### config.mk
export PLATFORM = sky130hd
export DESIGN_NAME = approx_mult_err_accum
export DESIGN_NICKNAME = d
export VERILOG_FILES = /design/src/rtl/approx_mult_pkg.sv /design/src/rtl/approx_mult_err_distance.sv /design/src/rtl/approx_mult_err_accum.sv
export SDC_FILE = /design/constraint.sdc
export NUM_CORES = 1
export LEC_CHECK = 0
export ABC_AREA = 1
export BUFFER_PORTS_ARGS = -buffer_cell sky130_fd_sc_hd__buf_4
export CAP_MARGIN = 20
export CORE_ASPECT_RATIO = 0.7
export CORE_MARGIN = 5
export CORE_UTILIZATION = 51
export DETAILED_ROUTE_END_ITERATION = 12
export PLACE_DENSITY_LB_ADDON = 0.3
export SLEW_MARGIN = 20
export SYNTH_ARGS = -nofsm -noshare
export SYNTH_HDL_FRONTEND = slang
export SYNTH_HIERARCHICAL = 1
export SYNTH_SLANG_ARGS = --single-unit
### constraint.sdc
create_clock -name clk -period 3.96 [get_ports clk]
set_input_delay 0.594 -clock clk [delete_from_list [all_inputs] [get_ports clk]]
set_output_delay 0.594 -clock clk [all_outputs]
set_load 0.01 [all_outputs]
### src/rtl/approx_mult_pkg.sv
// Shared widths, types and constants for the approximate-multiplier
// error characterisation blocks.
package approx_mult_pkg;

    localparam int DEF_W     = 8;
    localparam int DEF_CNT_W = 17;
    localparam int DEF_SUM_W = 32;

    typedef logic [DEF_W-1:0]   operand_t;
    typedef logic [2*DEF_W-1:0] product_t;

    localparam logic [DEF_SUM_W-1:0] SUM_MAX = '1;

endpackage

### src/rtl/approx_mult_err_distance.sv
// Error distance between an exact and an approximate product, plus a flag
// telling whether the approximation overshoots.
module err_distance
    import approx_mult_pkg::*;
(
    input  product_t exact,
    input  product_t appr,
    output product_t ed,
    output logic     over
);

    logic [2*DEF_W:0] diff;

    // The sign bit of the widened difference is set exactly when appr > exact.
    assign diff = {1'b0, exact} - {1'b0, appr};
    assign over = diff[2*DEF_W];
    assign ed   = over ? product_t'(-diff) : diff[2*DEF_W-1:0];

endmodule

### src/rtl/approx_mult_err_accum.sv
// Two-stage error statistics accumulator scoring an approximate multiplier
// against the exact product over a fixed number of samples.
module approx_mult_err_accum
    import approx_mult_pkg::*;
#(
    parameter int W           = DEF_W,
    parameter int NUM_SAMPLES = 65536,
    parameter int CNT_W       = DEF_CNT_W,
    parameter int SUM_W       = DEF_SUM_W
) (
    input  logic             clk,
    input  logic             rst,
    input  logic             clear,
    input  logic             in_valid,
    output logic             in_ready,
    input  logic [W-1:0]     x,
    input  logic [W-1:0]     y,
    input  logic [2*W-1:0]   z_approx,
    output logic [CNT_W-1:0] sample_cnt,
    output logic [CNT_W-1:0] err_cnt,
    output logic [CNT_W-1:0] over_cnt,
    output logic [SUM_W-1:0] sum_ed,
    output logic [2*W-1:0]   max_ed,
    output logic             done
);

    localparam logic [CNT_W-1:0] TARGET  = CNT_W'(NUM_SAMPLES);
    localparam logic [SUM_W-1:0] SUM_SAT = SUM_W'(SUM_MAX);

    logic [CNT_W-1:0] acc_cnt;
    logic             v1;
    logic             accept;
    logic [2*W-1:0]   exact_q;
    logic [2*W-1:0]   appr_q;
    logic [2*W-1:0]   ed;
    logic             over;
    logic [SUM_W:0]   sum_next;

    assign in_ready = !clear && (acc_cnt < TARGET);
    assign accept   = in_valid && in_ready;

    // Stage 1 control: accepted-sample count and the stage valid bit.
    always_ff @(posedge clk or posedge rst) begin
        if (rst) begin
            acc_cnt <= '0;
            v1      <= 1'b0;
        end else if (clear) begin
            acc_cnt <= '0;
            v1      <= 1'b0;
        end else begin
            v1 <= accept;
            if (accept) acc_cnt <= acc_cnt + 1'b1;
        end
    end

    // NOTE: pure datapath registers carry no reset; v1 qualifies every use.
    always_ff @(posedge clk) begin
        if (accept) begin
            exact_q <= {{W{1'b0}}, x} * {{W{1'b0}}, y};
            appr_q  <= z_approx;
        end
    end

    err_distance u_err_distance (
        .exact (exact_q),
        .appr  (appr_q),
        .ed    (ed),
        .over  (over)
    );

    // One spare carry bit detects accumulator overflow for saturation.
    assign sum_next = {1'b0, sum_ed} + (SUM_W + 1)'(ed);

    always_ff @(posedge clk or posedge rst) begin
        if (rst) begin
            sample_cnt <= '0;
            err_cnt    <= '0;
            over_cnt   <= '0;
            sum_ed     <= '0;
            max_ed     <= '0;
            done       <= 1'b0;
        end else if (clear) begin
            sample_cnt <= '0;
            err_cnt    <= '0;
            over_cnt   <= '0;
            sum_ed     <= '0;
            max_ed     <= '0;
            done       <= 1'b0;
        end else if (v1) begin
            sample_cnt <= sample_cnt + 1'b1;
            if (ed != '0)  err_cnt  <= err_cnt + 1'b1;
            if (over)      over_cnt <= over_cnt + 1'b1;
            sum_ed <= sum_next[SUM_W] ? SUM_SAT : sum_next[SUM_W-1:0];
            if (ed > max_ed) max_ed <= ed;
            if (sample_cnt == TARGET - 1'b1) done <= 1'b1;
        end
    end

endmodule

==> summary.md <==
| Metric | Value |
|---|---|
| Result of the run | `finished clean` |
| DR DRC count | `0` |
| Share of total power consumed by net switching | `43.68%` |
| Count of warnings emitted by yosys | `6` |
| Total Nets Final | `2139` |
| Clk pwr share | `18.4%` |
| Standard cell with the maximum stage delay on the critical path | `fa_2` |
| Sequential share of power | `22.7%` |
| Most instantiated library cell after synthesis | `nand2_1` |
| Largest net degree at the start of global routing | `63` |
| Cell leakage power | `0.008386 uW` |
| Proportion of synthesized chip area in sequential cells | `31.10%` |
| Worst Path Required | `4.33 ns` |
| Share of synthesized flip-flops with an asynchronous set or reset | `78.67%` |
| Launching element type of the critical path | `flop` |
| Worst vdd rail ir drop | `0.0004586 V` |
| DIE AREA | `27960 um2` |
| Worst setup path start | `appr_q[0]` |
| 1st-pass router iterations | `7` |
| Synthesis-stage register bit count | `150` |
| Wire length per cell | `14.37 um` |
| Share of Yosys cell area claimed by the top area cell type | `23.47%` |
| Longest individual stage delay on the worst path | `0.61 ns` |
| Net Count, Synth | `1942` |
| Wire length of the first global-routing pass | `54550 um` |
| Setup CP Type | `reg -> reg` |
| Area of all sequential standard cells | `3914 um2` |
| Maximum fanout along the worst path | `7` |
| Total grt overflow | `0` |
| Clock tree from TritonCTS | `built` |
| Avg Vias per Cell | `5.249` |
| Clk buf depth | `2` |
| Area fraction in compound gates after synthesis | `6.821%` |
| DR vias | `12140` |
| Final worst hold slack | `0.3248 ns` |
| Num ports | `137` |
| Total wirelength of the detailed-routed design | `33220 um` |
| Final period util | `95.42%` |
| Number of flops mapped to enable cells by yosys | `32` |
| Endpoints failing hold | `0` |
| Area taken by multi-input logic gates | `7731 um2` |
| Commonest cells in the synthesized netlist | `552 x nand2_1, 331 x inv_1, 118 x dfrtp_1` |
| Post-synthesis share of cell area spent on xor and xnor gates | `2.705%` |
| Die width | `197.7 um` |
| Number of antenna violations at the first check in global routing | `0` |
| Area growth from synthesis to layout | `24.12%` |
| Total CTS buffers | `17` |
| Worst-Margin Slew | `0.8150 ns` |
| Root buffer cell | `clkbuf_16` |
| Tightest slew margin relative to the limit | `45.67%` |
| Number of fillers in the final layout | `2146` |
| Fraction of the mapped netlist area in adder cells | `14.99%` |
| Minimum clock period | `3.779 ns` |
| Fraction of power consumed by combinational cells | `58.9%` |
| Final estimated routing congestion in global placement | `0.9139` |
| Post-detailed-route count of antenna-violating nets | `0` |
| Cell repeated most along the worst path | `nand2_1` |
| Std cell rows | `48` |
| Number of unique standard cell types used by synthesis | `55` |
| Net switching power | `3732 uW` |
| Initial core utilization | `51.35%` |
| Multiplexer fraction of the synthesized cell area | `0%` |
| # H-tree levels | `4` |
| Combined global-route utilization of all metal layers | `23.46%` |
| Clock-pin slew reported for the worst setup and hold paths after clock tree synthesis | `0.06 ns` |
| Simple logic cell fraction of the synthesized area | `32.57%` |
| Kind of end point of the critical path | `flop` |
| Fin. max-slew vios | `0` |
| Worst reg2reg startpoint | `appr_q[0]` |
| Cell count after synthesis | `1778` |
| P per Cell Area | `547.0 nW/um2` |
| Arrival time of the worst setup path | `4.15 ns` |
| Area inside the core boundary | `24500 um2` |
| Post-DP HPWL | `25690 um` |
| Cell Int Power | `4811 uW` |
| Final total power | `8543 uW` |
| RSZ-0062 raised after global routing | `yes` |
| Synth area leader | `dfrtp_1` |
| Average cell area after synthesis | `7.077 um2` |
| Clock insertion delay at the later pin of the skew report | `0.44 ns` |
| Netlist Area Pre-Place | `12580 um2` |
| Post-Route Skew | `0.009845 ns` |
| Number of global-route vias before repair | `11350` |
| Setup violators final | `0` |
| Share of post-route cells with drive strength above 1 | `20.38%` |
| Count of max-cap constraint violations | `0` |
| Largest family of logic cells by synthesized area | `simple AND/OR/NAND/NOR gates` |
| Number of antenna cells inserted | `0` |
| Dominant synthesized flop cell | `dfrtp_1` |
| Classification of the worst-slack hold path | `in -> async` |
| Floorplan die height | `141.4 um` |
| Number of sinks driven by the clock tree | `150` |
| Maximum frequency from static timing analysis | `264.6 MHz` |
| Input/output buffers | `136` |
| Ranking of synthesized cells by area | `dfrtp_1 23%, nand2_1 16%, inv_1 9.9%` |
| Drt initial violations | `859` |
| CTS Hold Buffers Added | `0` |
[power groups by stage]
stage          sequential, uW  clock (uW)  combinational (uW)
3_3_place_gp             1940           0                4300
6_report                 1940        1570                5030
2_1_floorplan            1950           0                3020
3_5_place_dp             1940           0                4440
5_1_grt                  1960        1660                5610
4_1_cts                  1910        1590                4480
[sequential cells by signal (all words and copies together), names as in the netlist]
register	count
acc_cnt	17
sample_cnt	17
err_cnt	17
over_cnt	17
max_ed	16
v1	1
done	1
appr_q	16
sum_ed	32
exact_q	16
[worst max-delay path: cells and delay by family, from the launching register on]
| kind | cells | cell delay (ns) |
|---|---|---|
| simple gates | 17 | 1.65 |
| flops | 1 | 0.38 |
| buf+inv | 4 | 0.35 |
| fa+ha+maj | 4 | 1.34 |
[layout by cell type (no fill, tap or decap), drive strengths merged]
cell / instances
a21oi: 67
xor2: 28
clkbuf: 24
o21ai: 61
nand3: 123
o22ai: 1
or2: 3
nor2: 116
ha: 90
buf: 221
o21bai: 3
edfxtp: 32
and3: 2
dfrtp: 118
o31ai: 5
nor4: 5
clkinv: 3
a31oi: 4
inv: 339
clkinvlp: 4
nor3b: 2
a22o: 1
fa: 38
a211oi: 1
a221oi: 1
and2: 2
o2111ai: 1
o21a: 4
nand4: 58
nand2: 567
xnor2: 10
a21o: 2
nand3b: 8
nor3: 40
o221a: 1
a31o: 2
[layer usage]
| layer | part of all wire (%) | global-route usage (%) | up-vias |
|---|---|---|---|
| met4 | 0.90 | 4.057 | 0 |
| met2 | 43 | 35.36 | 374 |
| met1 | 48 | 35.86 | 5712 |
| li1 | - | - | 6016 |
| met5 | 0 | 0 | - |
| met3 | 7.7 | 4.225 | 33 |
[worst paths after layout]
| kind | end | cells after the start | slack (ns) |
|---|---|---|---|
| setup / recovery | sum_ed[26] | 25 | 0.18 |
| hold / removal | err_cnt[2] | 2 | 0.32 |
| setup reg to reg | sum_ed[26] | 25 | 0.18 |
| hold reg to reg | err_cnt[2] | 1 | 0.51 |
| max in group asynchronous | over_cnt[0] | 3 | 2.80 |
| min in group clk | appr_q[3] | 1 | 0.33 |
[logic make-up (layout without fill, tap and decap cells)]
group                    after synthesis  count (layout)
AND/OR/NAND/NOR                      926             926
adder cells (fa/ha/maj)              128             128
buffers and inverters                382             591
flip-flops                           150             150
AO/OA/AOI/OAI                        154             154
XOR/XNOR                              38              38
[area by class of cell]
type	instances	share of cell area [%]
Inverter	338	8.195
Multi-Input combinational cell	1246	49.50
Timing Repair Buffer	222	11.04
Tap cell	325	2.604
Clock inverter	8	0.4005
Sequential cell	150	25.06
Clock buffer	23	3.204
[stage by stage]
step	area (um2)	util [%]	cells	setup TNS, ns	setup WS [ns]
2_1_floorplan	12850	-	1778	-0.008325	-0.008325
6_report	15620	63.74	2312	0	0.1814
5_1_grt	15620	63.74	2312	-1.151	-0.07842
3_3_place_gp	14510	59.20	2268	-0.4131	-0.1127
3_5_place_dp	14510	59.20	2268	-0.8033	-0.1806
4_1_cts	15070	61.52	2299	0	0.02389
[what timing repair did]
item	CTS	global route
setup buffers	0	12
endpoints found under the setup margin	6	65
gates resized for setup	2	89
gates cloned	0	1
pin swaps	0	20
No activity file was read; power rests on OpenSTA's default activity.
